==> src/rtl/echo_pkg.sv <==
// Shared types and defaults for the sonar echo detector: FSM state
// encoding, the "no echo" time-of-flight marker and parameter defaults.
package echo_pkg;

   typedef enum logic [2:0] {
      IDLE   = 3'd0,
      BLANK  = 3'd1,
      LISTEN = 3'd2,
      ECHO   = 3'd3,
      DONE   = 3'd4
   } state_t;

   localparam int DEF_N_BITS   = 32;
   localparam int DEF_CNT_BITS = 16;
   localparam int DEF_CONFIRM  = 2;

   // Reported tof when a measurement finds no echo (default counter width).
   localparam logic [DEF_CNT_BITS-1:0] TOF_NONE = '1;

endpackage

==> src/rtl/echo_detector_hyst_cmp.sv <==
// Purely combinational comparator pair: strict entry and exit tests of one
// filtered sample against the latched hysteresis thresholds.
module hyst_cmp #(
   parameter int N_BITS = 32
) (
   input  logic [N_BITS-1:0] sample,
   input  logic [N_BITS-1:0] thr_hi,
   input  logic [N_BITS-1:0] thr_lo,
   output logic              above_hi,
   output logic              below_lo
);

   assign above_hi = (sample > thr_hi);
   assign below_lo = (sample < thr_lo);

endmodule

==> src/rtl/echo_detector.sv <==
// Time-of-flight echo detector: counts filtered samples after a transmit
// burst, qualifies an echo with hysteresis and reports tof, peak and width.
module echo_detector
   import echo_pkg::*;
#(
   parameter int N_BITS   = DEF_N_BITS,
   parameter int CNT_BITS = DEF_CNT_BITS,
   parameter int CONFIRM  = DEF_CONFIRM
) (
   input  logic                clk,
   input  logic                rst,
   input  logic                start,
   input  logic                we,
   input  logic [N_BITS-1:0]   data_in,
   input  logic [N_BITS-1:0]   thr_hi,
   input  logic [N_BITS-1:0]   thr_lo,
   input  logic [CNT_BITS-1:0] blank_len,
   input  logic [CNT_BITS-1:0] window_len,
   output logic                busy,
   output logic                done,
   output logic                echo_found,
   output logic                timed_out,
   output logic [CNT_BITS-1:0] tof,
   output logic [N_BITS-1:0]   peak,
   output logic [CNT_BITS-1:0] width
);

   localparam int RUN_BITS = $clog2(CONFIRM + 1);
   localparam logic [CNT_BITS-1:0] TOF_ALL = '1;
   localparam logic [CNT_BITS-1:0] ONE     = CNT_BITS'(1);
   localparam logic [RUN_BITS-1:0] RUN_MAX = RUN_BITS'(CONFIRM);
   localparam logic [CNT_BITS-1:0] CONFIRM_W = CNT_BITS'(CONFIRM);

   state_t state, state_nx;

   logic [N_BITS-1:0]   hi_q, hi_nx, lo_q, lo_nx;
   logic [CNT_BITS-1:0] blank_q, blank_nx, window_q, window_nx;

   logic [CNT_BITS-1:0] idx, idx_nx;
   logic [RUN_BITS-1:0] run, run_nx;
   logic [CNT_BITS-1:0] cand, cand_nx;
   logic [N_BITS-1:0]   run_peak, run_peak_nx;

   logic [CNT_BITS-1:0] acc_tof, acc_tof_nx, acc_width, acc_width_nx;
   logic [N_BITS-1:0]   acc_peak, acc_peak_nx;

   logic                found_nx, timed_nx;
   logic [CNT_BITS-1:0] tof_nx, width_nx;
   logic [N_BITS-1:0]   peak_nx;

   logic                above_hi, below_lo;
   logic                last_sample;
   logic                fin, fin_found, fin_timed;
   logic [CNT_BITS-1:0] fin_tof, fin_width, w_inc;
   logic [N_BITS-1:0]   fin_peak, p_max;

   hyst_cmp #(.N_BITS(N_BITS)) u_cmp (
      .sample   (data_in),
      .thr_hi   (hi_q),
      .thr_lo   (lo_q),
      .above_hi (above_hi),
      .below_lo (below_lo)
   );

   assign busy = (state != IDLE);
   assign done = (state == DONE);

   // window_len of zero wraps to all-ones, giving the full 2^CNT_BITS window
   assign last_sample = (idx == (window_q - ONE));
   assign w_inc       = (acc_width == TOF_ALL) ? acc_width : (acc_width + ONE);
   assign p_max       = (data_in > acc_peak) ? data_in : acc_peak;

   always_comb begin
      state_nx     = state;
      hi_nx        = hi_q;
      lo_nx        = lo_q;
      blank_nx     = blank_q;
      window_nx    = window_q;
      idx_nx       = idx;
      run_nx       = run;
      cand_nx      = cand;
      run_peak_nx  = run_peak;
      acc_tof_nx   = acc_tof;
      acc_peak_nx  = acc_peak;
      acc_width_nx = acc_width;
      found_nx     = echo_found;
      timed_nx     = timed_out;
      tof_nx       = tof;
      peak_nx      = peak;
      width_nx     = width;
      fin          = 1'b0;
      fin_found    = 1'b0;
      fin_timed    = 1'b0;
      fin_tof      = TOF_ALL;
      fin_peak     = '0;
      fin_width    = '0;

      if (start) begin
         hi_nx        = thr_hi;
         lo_nx        = thr_lo;
         blank_nx     = blank_len;
         window_nx    = window_len;
         idx_nx       = '0;
         run_nx       = '0;
         cand_nx      = '0;
         run_peak_nx  = '0;
         acc_tof_nx   = TOF_ALL;
         acc_peak_nx  = '0;
         acc_width_nx = '0;
         state_nx     = (blank_len == '0) ? LISTEN : BLANK;
      end else begin
         case (state)
            IDLE: ;
            BLANK: begin
               if (we) begin
                  idx_nx = idx + ONE;
                  if (last_sample) begin
                     fin       = 1'b1;
                     fin_timed = 1'b1;
                  end else if (idx == (blank_q - ONE)) begin
                     state_nx = LISTEN;
                  end
               end
            end
            LISTEN: begin
               if (we) begin
                  idx_nx = idx + ONE;
                  if (above_hi) begin
                     run_nx      = run + RUN_BITS'(1);
                     cand_nx     = (run == '0) ? idx : cand;
                     run_peak_nx = (run == '0 || data_in > run_peak) ? data_in : run_peak;
                  end else begin
                     run_nx      = '0;
                     run_peak_nx = '0;
                  end
                  // A qualified echo on the window-last sample still reports as found
                  if (above_hi && run_nx == RUN_MAX) begin
                     acc_tof_nx   = cand_nx;
                     acc_peak_nx  = run_peak_nx;
                     acc_width_nx = CONFIRM_W;
                     if (last_sample) begin
                        fin       = 1'b1;
                        fin_found = 1'b1;
                        fin_timed = 1'b1;
                        fin_tof   = cand_nx;
                        fin_peak  = run_peak_nx;
                        fin_width = CONFIRM_W;
                     end else begin
                        state_nx = ECHO;
                     end
                  end else if (last_sample) begin
                     fin       = 1'b1;
                     fin_timed = 1'b1;
                  end
               end
            end
            ECHO: begin
               if (we) begin
                  idx_nx = idx + ONE;
                  if (below_lo) begin
                     fin       = 1'b1;
                     fin_found = 1'b1;
                     fin_tof   = acc_tof;
                     fin_peak  = acc_peak;
                     fin_width = acc_width;
                  end else begin
                     acc_width_nx = w_inc;
                     acc_peak_nx  = p_max;
                     if (last_sample) begin
                        fin       = 1'b1;
                        fin_found = 1'b1;
                        fin_timed = 1'b1;
                        fin_tof   = acc_tof;
                        fin_peak  = p_max;
                        fin_width = w_inc;
                     end
                  end
               end
            end
            DONE:    state_nx = IDLE;
            default: state_nx = IDLE;
         endcase

         if (fin) begin
            state_nx = DONE;
            found_nx = fin_found;
            timed_nx = fin_timed;
            tof_nx   = fin_tof;
            peak_nx  = fin_peak;
            width_nx = fin_width;
         end
      end
   end

   always_ff @(posedge clk) begin
      if (rst) begin
         state      <= IDLE;
         hi_q       <= '0;
         lo_q       <= '0;
         blank_q    <= '0;
         window_q   <= '0;
         idx        <= '0;
         run        <= '0;
         cand       <= '0;
         run_peak   <= '0;
         acc_tof    <= '0;
         acc_peak   <= '0;
         acc_width  <= '0;
         echo_found <= 1'b0;
         timed_out  <= 1'b0;
         tof        <= TOF_ALL;
         peak       <= '0;
         width      <= '0;
      end else begin
         state      <= state_nx;
         hi_q       <= hi_nx;
         lo_q       <= lo_nx;
         blank_q    <= blank_nx;
         window_q   <= window_nx;
         idx        <= idx_nx;
         run        <= run_nx;
         cand       <= cand_nx;
         run_peak   <= run_peak_nx;
         acc_tof    <= acc_tof_nx;
         acc_peak   <= acc_peak_nx;
         acc_width  <= acc_width_nx;
         echo_found <= found_nx;
         timed_out  <= timed_nx;
         tof        <= tof_nx;
         peak       <= peak_nx;
         width      <= width_nx;
      end
   end

endmodule

==> config.mk <==
export PLATFORM = sky130hd
export DESIGN_NAME = echo_detector
export DESIGN_NICKNAME = d
export VERILOG_FILES = /design/src/rtl/echo_pkg.sv /design/src/rtl/echo_detector_hyst_cmp.sv /design/src/rtl/echo_detector.sv
export SDC_FILE = /design/constraint.sdc
export NUM_CORES = 1
export LEC_CHECK = 0
export ABC_CLOCK_PERIOD_IN_PS = 3300
export CORE_MARGIN = 1.5
export CORE_UTILIZATION = 30
export DETAILED_ROUTE_END_ITERATION = 10
export DONT_BUFFER_PORTS = 1
export GPL_ROUTABILITY_DRIVEN = 0
export PLACE_DENSITY = 0.44
export RECOVER_POWER = 100
export SYNTH_ARGS = -nofsm -noshare
export SYNTH_HDL_FRONTEND = slang
export SYNTH_SLANG_ARGS = --single-unit
==> constraint.sdc <==
create_clock -name clk -period 3.3 [get_ports clk]
set_input_delay 0.495 -clock clk [delete_from_list [all_inputs] [get_ports clk]]
set_output_delay 0.495 -clock clk [all_outputs]
set_load 0.05 [all_outputs]
# After elaboration in Yosys (flattened, before gate mapping)

Cells that the tools add are included.

RAM bits: 0
Bits in registers: 295
Memory bits (read-only): 0
Bits in latches: 0
Memories kept: 0

Equality and inequality tests: 19
Shifts and indexed selects: 0
Order comparisons: 4
$mul: 0
Bitwise operators: 1
Divide/modulo/power cells: 0
$add $sub $neg: 5
Multiplexer cells: 67
Reduce and logical (&&, ||, !) cells: 20

Operator list:

| kind                                                | count |
|---|---|
| two-way mux 32 bit                                  | 13 |
| two-way mux 16 bit                                  | 20 |
| case mux 32 bit (2 select lines)                    | 2 |
| greater-than comparator 32 bit                      | 3 |
| case mux 16 bit (2 select lines)                    | 3 |
| adder 16 x 1 -> 16 bit, second input constant       | 2 |
| equality test 16 bit                                | 2 |
| < comparator 32 bit                                 | 1 |
| subtractor 16 x 1 -> 16 bit, second input constant  | 2 |
| two-way mux 3 bit                                   | 8 |
| inequality test 4 bit, second input constant        | 6 |
| equality test 16 bit, second input constant         | 1 |
| logical NOT 16 bit                                  | 1 |
| two-way mux 2 bit                                   | 8 |
| two-way mux 1 bit                                   | 9 |
| case mux 3 bit (3 select lines)                     | 1 |
| inequality test 2 bit, second input constant        | 4 |
| nonzero test 2 bit                                  | 4 |
| AND reduction 7 bit                                 | 1 |
| equality test 3 x 2 -> 1 bit, second input constant | 2 |
| case mux 1 bit (2 select lines)                     | 3 |
| AND reduction 2 bit                                 | 3 |
| OR reduction 2 bit                                  | 3 |
| AND reduction 5 bit                                 | 1 |
| other kinds (13)                                    | 13 |

# Logic depth before layout (Yosys ltp)

Depth after elaboration: 12
Depth in mapped cells: 14

# Modules after synthesis

Synthesis repeated with hierarchy kept, for this count alone.

Cells, all modules: 2011
Area total of the unflattened synthesis: 16532.1 um^2

Modules (own cells, without submodules):

| module        | instances | area each (um^2) | cells an instance | sequential area each (um^2) |
|---|---|---|---|---|
| echo_detector | 1         | 14904.3          | 1789              | 5905.7 |
| hyst_cmp      | 1         | 1627.8           | 222               | 0.0 |

# Least setup slack after synthesis

OpenSTA, ideal clock, no wires.

Path type: register to register
From: reg window_q[0]
To: reg peak[15]
Arrival time: 3023 ps
Setup time: 131 ps
Slack: 146 ps
Cell stages (with the launch flop): 15
Buffers on the path: 3
Cell sequence: dfxtp_1 -> clkbuf_1 -> inv_1 -> ha_1 -> or4b_4 -> or3_1 -> a21oi_2 -> o311ai_2 -> nor4b_4 -> a31oi_1 -> nor2b_1 -> buf_2 -> buf_6 -> a22oi_1 -> o21ai_0

Longest elaborated chain between the ends: 8
Elaborated cells on any way between the ends: 16
Classes of those cells: add/sub: 1; eq/ne: 1; mux: 13; reduce/logical: 1

RTL lines:

| item                                 | line                 | RTL |
|---|---|---|
| start, declared                      | echo_detector.sv:37  | `logic [CNT_BITS-1:0] blank_q, blank_nx, window_q, window_nx;` |
| start signal, assigned               | echo_detector.sv:219 | `window_q <= window_nx;` |
| subtractor 16 x 1 -> 16 bit *        | echo_detector.sv:69  | `assign last_sample = (idx == (window_q - ONE));` |
| equality test 16 bit *               | echo_detector.sv:69  |  |
| two-way mux 1 bit                    | --                   |  |
| two-way mux 1 bit                    | echo_detector.sv:160 | `if (below_lo) begin` |
| two-way mux 1 bit                    | echo_detector.sv:158 | `if (we) begin` |
| case mux 1 bit (2 select lines)      | echo_detector.sv:112 | `case (state)` |
| two-way mux 1 bit                    | echo_detector.sv:98  | `if (start) begin` |
| AND reduction 2 bit (no source line) | --                   |  |
| end signal, assigned                 | echo_detector.sv:230 | `peak <= peak_nx;` |
| end, declared                        | echo_detector.sv:24  | `output logic [N_BITS-1:0] peak,` |

Mark *: on every way between the ends. The rest lies on a longest branch, timed or not. The select of a mux whose other input is x is not followed.
A chain may end at the register's enable or synchronous reset.

# Worst setup path after layout

From: reg window_q[0]
To: reg timed_out

Longest elaborated chain between the ends: 8
Elaborated cells on any way between the ends: 12
Classes of those cells: add/sub: 1; eq/ne: 1; mux: 9; reduce/logical: 1

RTL lines:

| item                                 | line                 | RTL |
|---|---|---|
| subtractor 16 x 1 -> 16 bit *        | echo_detector.sv:69  |  |
| equality test 16 bit *               | echo_detector.sv:69  |  |
| two-way mux 1 bit *                  | --                   |  |
| two-way mux 1 bit                    | echo_detector.sv:160 |  |
| two-way mux 1 bit                    | echo_detector.sv:158 |  |
| case mux 1 bit (2 select lines)      | echo_detector.sv:112 |  |
| two-way mux 1 bit                    | echo_detector.sv:98  |  |
| AND reduction 2 bit (no source line) | --                   |  |
| end signal, assigned                 | echo_detector.sv:228 | `timed_out <= timed_nx;` |
| end, declared                        | echo_detector.sv:22  | `output logic timed_out,` |

Marked as above.

==> results.sh <==
export IMPL_fin_skew_ns=0.01835
export IMPL_die_h_um=244.0
export IMPL_arrival_ns=3.63
export IMPL_synth_nets=2370
export IMPL_synth_largest_area_cell="dfxtp_1"
export IMPL_rr_worst_depth=14
export IMPL_ys_types=76
export IMPL_crit_type="flop to flop"
export IMPL_min_to="window_q[12]"
export IMPL_drt_iter0_markers=1036
export IMPL_cts_sinks=295
export IMPL_worstPathMaxFanout=13
export IMPL_drive_gt1_share_pct=11.96
export IMPL_worst_setup_path_end_kind="flop"
export IMPL_synthArstFlopShare_pct=0
export IMPL_start_util_pct=30.26
export IMPL_path_cells="inv_2, ha_4, or4b_4, or3_1, a21oi_2, o311ai_2, nor4b_4, buf_4, a21oi_1, nor2_1, buf_6, buf_4, nor2_1, nor3_2"
export IMPL_cts_path_max_buffers=3
export IMPL_dpl_hpwl_um=44110
export IMPL_yosys_top_cells_count="dfxtp_1 (295), nor2_1 (263), a21oi_1 (206)"
export IMPL_fmax_ghz=0.3135
export IMPL_fin_crit_ns=3.190
export IMPL_numCtsBuffers=39
export IMPL_grt_use_total_pct=20.77
export IMPL_avgRoutedWirePerCell_um=22.14
export IMPL_cp_required_ns=3.74
export IMPL_utilization_pct=35.77
export IMPL_grt_pass1_wl_um=96300
export IMPL_syn2layout_area_growth_pct=18.24
export IMPL_grt_max_degree=123
export IMPL_startpoint="window_q[0]"
export IMPL_place_inst=2832
export IMPL_setup_tns_ns=0
export IMPL_syn_area_mm2=0.01742
export IMPL_drt_first_pass_iters=5
export IMPL_max_slew_worst_pin_slew_ns=1.091
export IMPL_final_hold_viol_count=0
export IMPL_slowest_stage="or4b_4"
export IMPL_holdPathStages=1
export IMPL_finalCritPeriodShare_pct=96.68
export IMPL_vias=15720
export IMPL_cts_max_level=2
export IMPL_clkTransAtPathRegs_ns=0.06
export IMPL_drt_wl_total_um=64510
export IMPL_synth_main_ff_cell="dfxtp_1"
export IMPL_ys_seq_elements=295
export IMPL_min_path_type="primary input to flop"
export IMPL_min_from="rst"
export IMPL_whs_ns=0.05019
export IMPL_n_fill_cell=5909
export IMPL_port_buffers=0
export IMPL_vdd_drop_max_mv=0.3626
export IMPL_avgSynthCellArea_um2=8.273
export IMPL_powerDensity_mw_per_mm2=454.0
export IMPL_netlist_instances=2106
export IMPL_cts_tree="yes"
export IMPL_total_power_mw=9.353
export IMPL_die_width_um=244.0
export IMPL_synth_top_cells_by_area="dfxtp_1 (34%), ha_1 (9.5%), mux2i_1 (9.2%), a21oi_1 (5.9%), nor2_1 (5.7%)"
export IMPL_status="finished clean"
export IMPL_slew_violations=0
export IMPL_synth_edf_count=0
export IMPL_reg2reg_to="timed_out"
export IMPL_root_buffer="clkbuf_16"
export IMPL_drc_errors=0
export IMPL_max_slew_margin_pct=27.27
export IMPL_setup_viol=0
export IMPL_synth_top_area_share_pct=33.90
export IMPL_postRouteAntennaNets=0
export IMPL_worstSkewPairLatency_ns=0.56
export IMPL_rrSetupSlack_ns=0.11
export IMPL_r2r_start="window_q[0]"
export IMPL_coreArea_mm2=0.05759
export IMPL_cp_start_kind="flop"
export IMPL_io_pins=200
export IMPL_critPathMaxStageDelay_ns=0.47
export IMPL_ys_warn_count=0
export IMPL_finalNonFillerCells=2914
export IMPL_rows=88
export IMPL_diodes=0
export IMPL_fin_nets=2385
export IMPL_grt_pass1_vias=15460
export IMPL_cap_violations=0
export IMPL_ys_seq_area_share_pct=33.90
export IMPL_die_area_mm2=0.05953
export IMPL_avgViaCountPerCell=5.394
export IMPL_p_leak_nw=7.942
export IMPL_post_synth_top_count_cell="dfxtp_1"
export IMPL_antenna_found_initial=1
export IMPL_grt_overflow=0
[metal layers]
layer  part of all wire [%]  vias to the layer above  global-route usage (%)
li1                       -                     7605                       -
met1                     44                     7635                   26.11
met2                     49                      392                   35.90
met3                    5.3                       85                   3.665
met4                    2.5                        2                   6.518
met5                  0.014                        -                       0
[flip-flops by register name (all words and copies together), names as in the netlist, 32 cells and up]
register,flops
hi_q,32
peak,32
run_peak,32
acc_peak,32
lo_q,32
[metrics by stage]
step,cell area [µm²],worst slack (ns)
global route,20600,-0.01352
floorplan,17420,0.1461
detailed placement,18840,-0.3136
CTS,20250,-0.02627
finish,20600,0.1097
global placement,18840,-0.2129
[final cells by class]
type                       count  area, µm²  share of cell area (%)
tap                          765      957.2                   4.646
clock buffer                  54       1134                   5.503
timing repair buffer         120       1251                   6.073
multi-input combinational   1522      10600                   51.44
sequential                   295       5907                   28.67
clock inverter                15      219.0                   1.063
inverter                     143      536.8                   2.606
[placed cells by master (no fill, tap or decap), types with 6 or more instances in the layout]
cell type  Yosys  final
o22a_1        32     32
a22oi_1       96     95
a221oi_2       1      6
ha_1         132    131
a21oi_1      206    205
nor3_1        33     29
nor2_1       263    259
clkbuf_8       0      8
inv_1        143    141
clkbuf_1     104     11
xnor2_1       28     28
clkbuf_16      0     45
a21o_1        25     25
xor2_1        25     25
a31oi_1       13     11
or3_1         15     15
nor2b_1        9      8
o21ai_0      112    108
buf_12         0     18
nand2b_1       8      8
clkinv_2       0      7
nand4_1       35     35
nor4_1        19     15
nand3_1       40     40
or4_1          8      7
mux2i_1      161    161
a211oi_1      28     28
mux2_2        17     17
and3_1        10     10
o21ai_1       17     21
dfxtp_1      295    294
buf_4          1     85
o211ai_1      10     10
nand2_1       79     78
[how the worst max path moves through the flow]
stage / to / slack, ns / cells after the start
2_1_floorplan: peak[15] / 0.15 / 14
3_3_place_gp: timed_out / -0.21 / 13
3_5_place_dp: timed_out / -0.31 / 13
4_1_cts: timed_out / -0.03 / 14
5_1_grt: acc_peak[11] / -0.01 / 13
6_report: timed_out / 0.11 / 14
[kinds of logic after synthesis]
logic type	after synthesis	synth area share (%)
and+or+nand+nor	554	15.02
buffers and inverters	289	6.628
adders and majority gates	132	9.479
xor gates and xnor gates	53	2.664
muxes	178	10.35
DFF	295	33.90
AOI/OAI and AO/OA	605	21.97
[power by group]
part / switching, mW / leakage [nW] / total [mW] / internal, mW
combinational: 0.603 / 4.87 / 1.11 / 0.508
sequential: 0.0844 / 2.40 / 3.74 / 3.66
clock: 1.71 / 0.671 / 4.50 / 2.79
total: 2.40 / 7.94 / 9.35 / 6.95
[what timing repair did]
| action | in CTS | in global routing |
|---|---|---|
| hold endpoints to repair | 15 | 3 |
| pin swaps | 2 | 13 |
| hold buffers | 1 | 1 |
| gates cloned | 0 | 6 |
| gates resized for setup | 8 | 39 |
| setup endpoints to repair | 61 | 144 |
| setup buffers | 1 | 4 |
[critical path: cells and delay by family, from the launching register on]
family | cells | cell delay [ns]
adders and majority gates | 1 | 0.16
DFF | 1 | 0.31
buffers and inverters | 4 | 0.58
and+or+nand+nor | 6 | 1.59
AOI/OAI and AO/OA | 3 | 0.43
(Power assumes the default switching activity.)
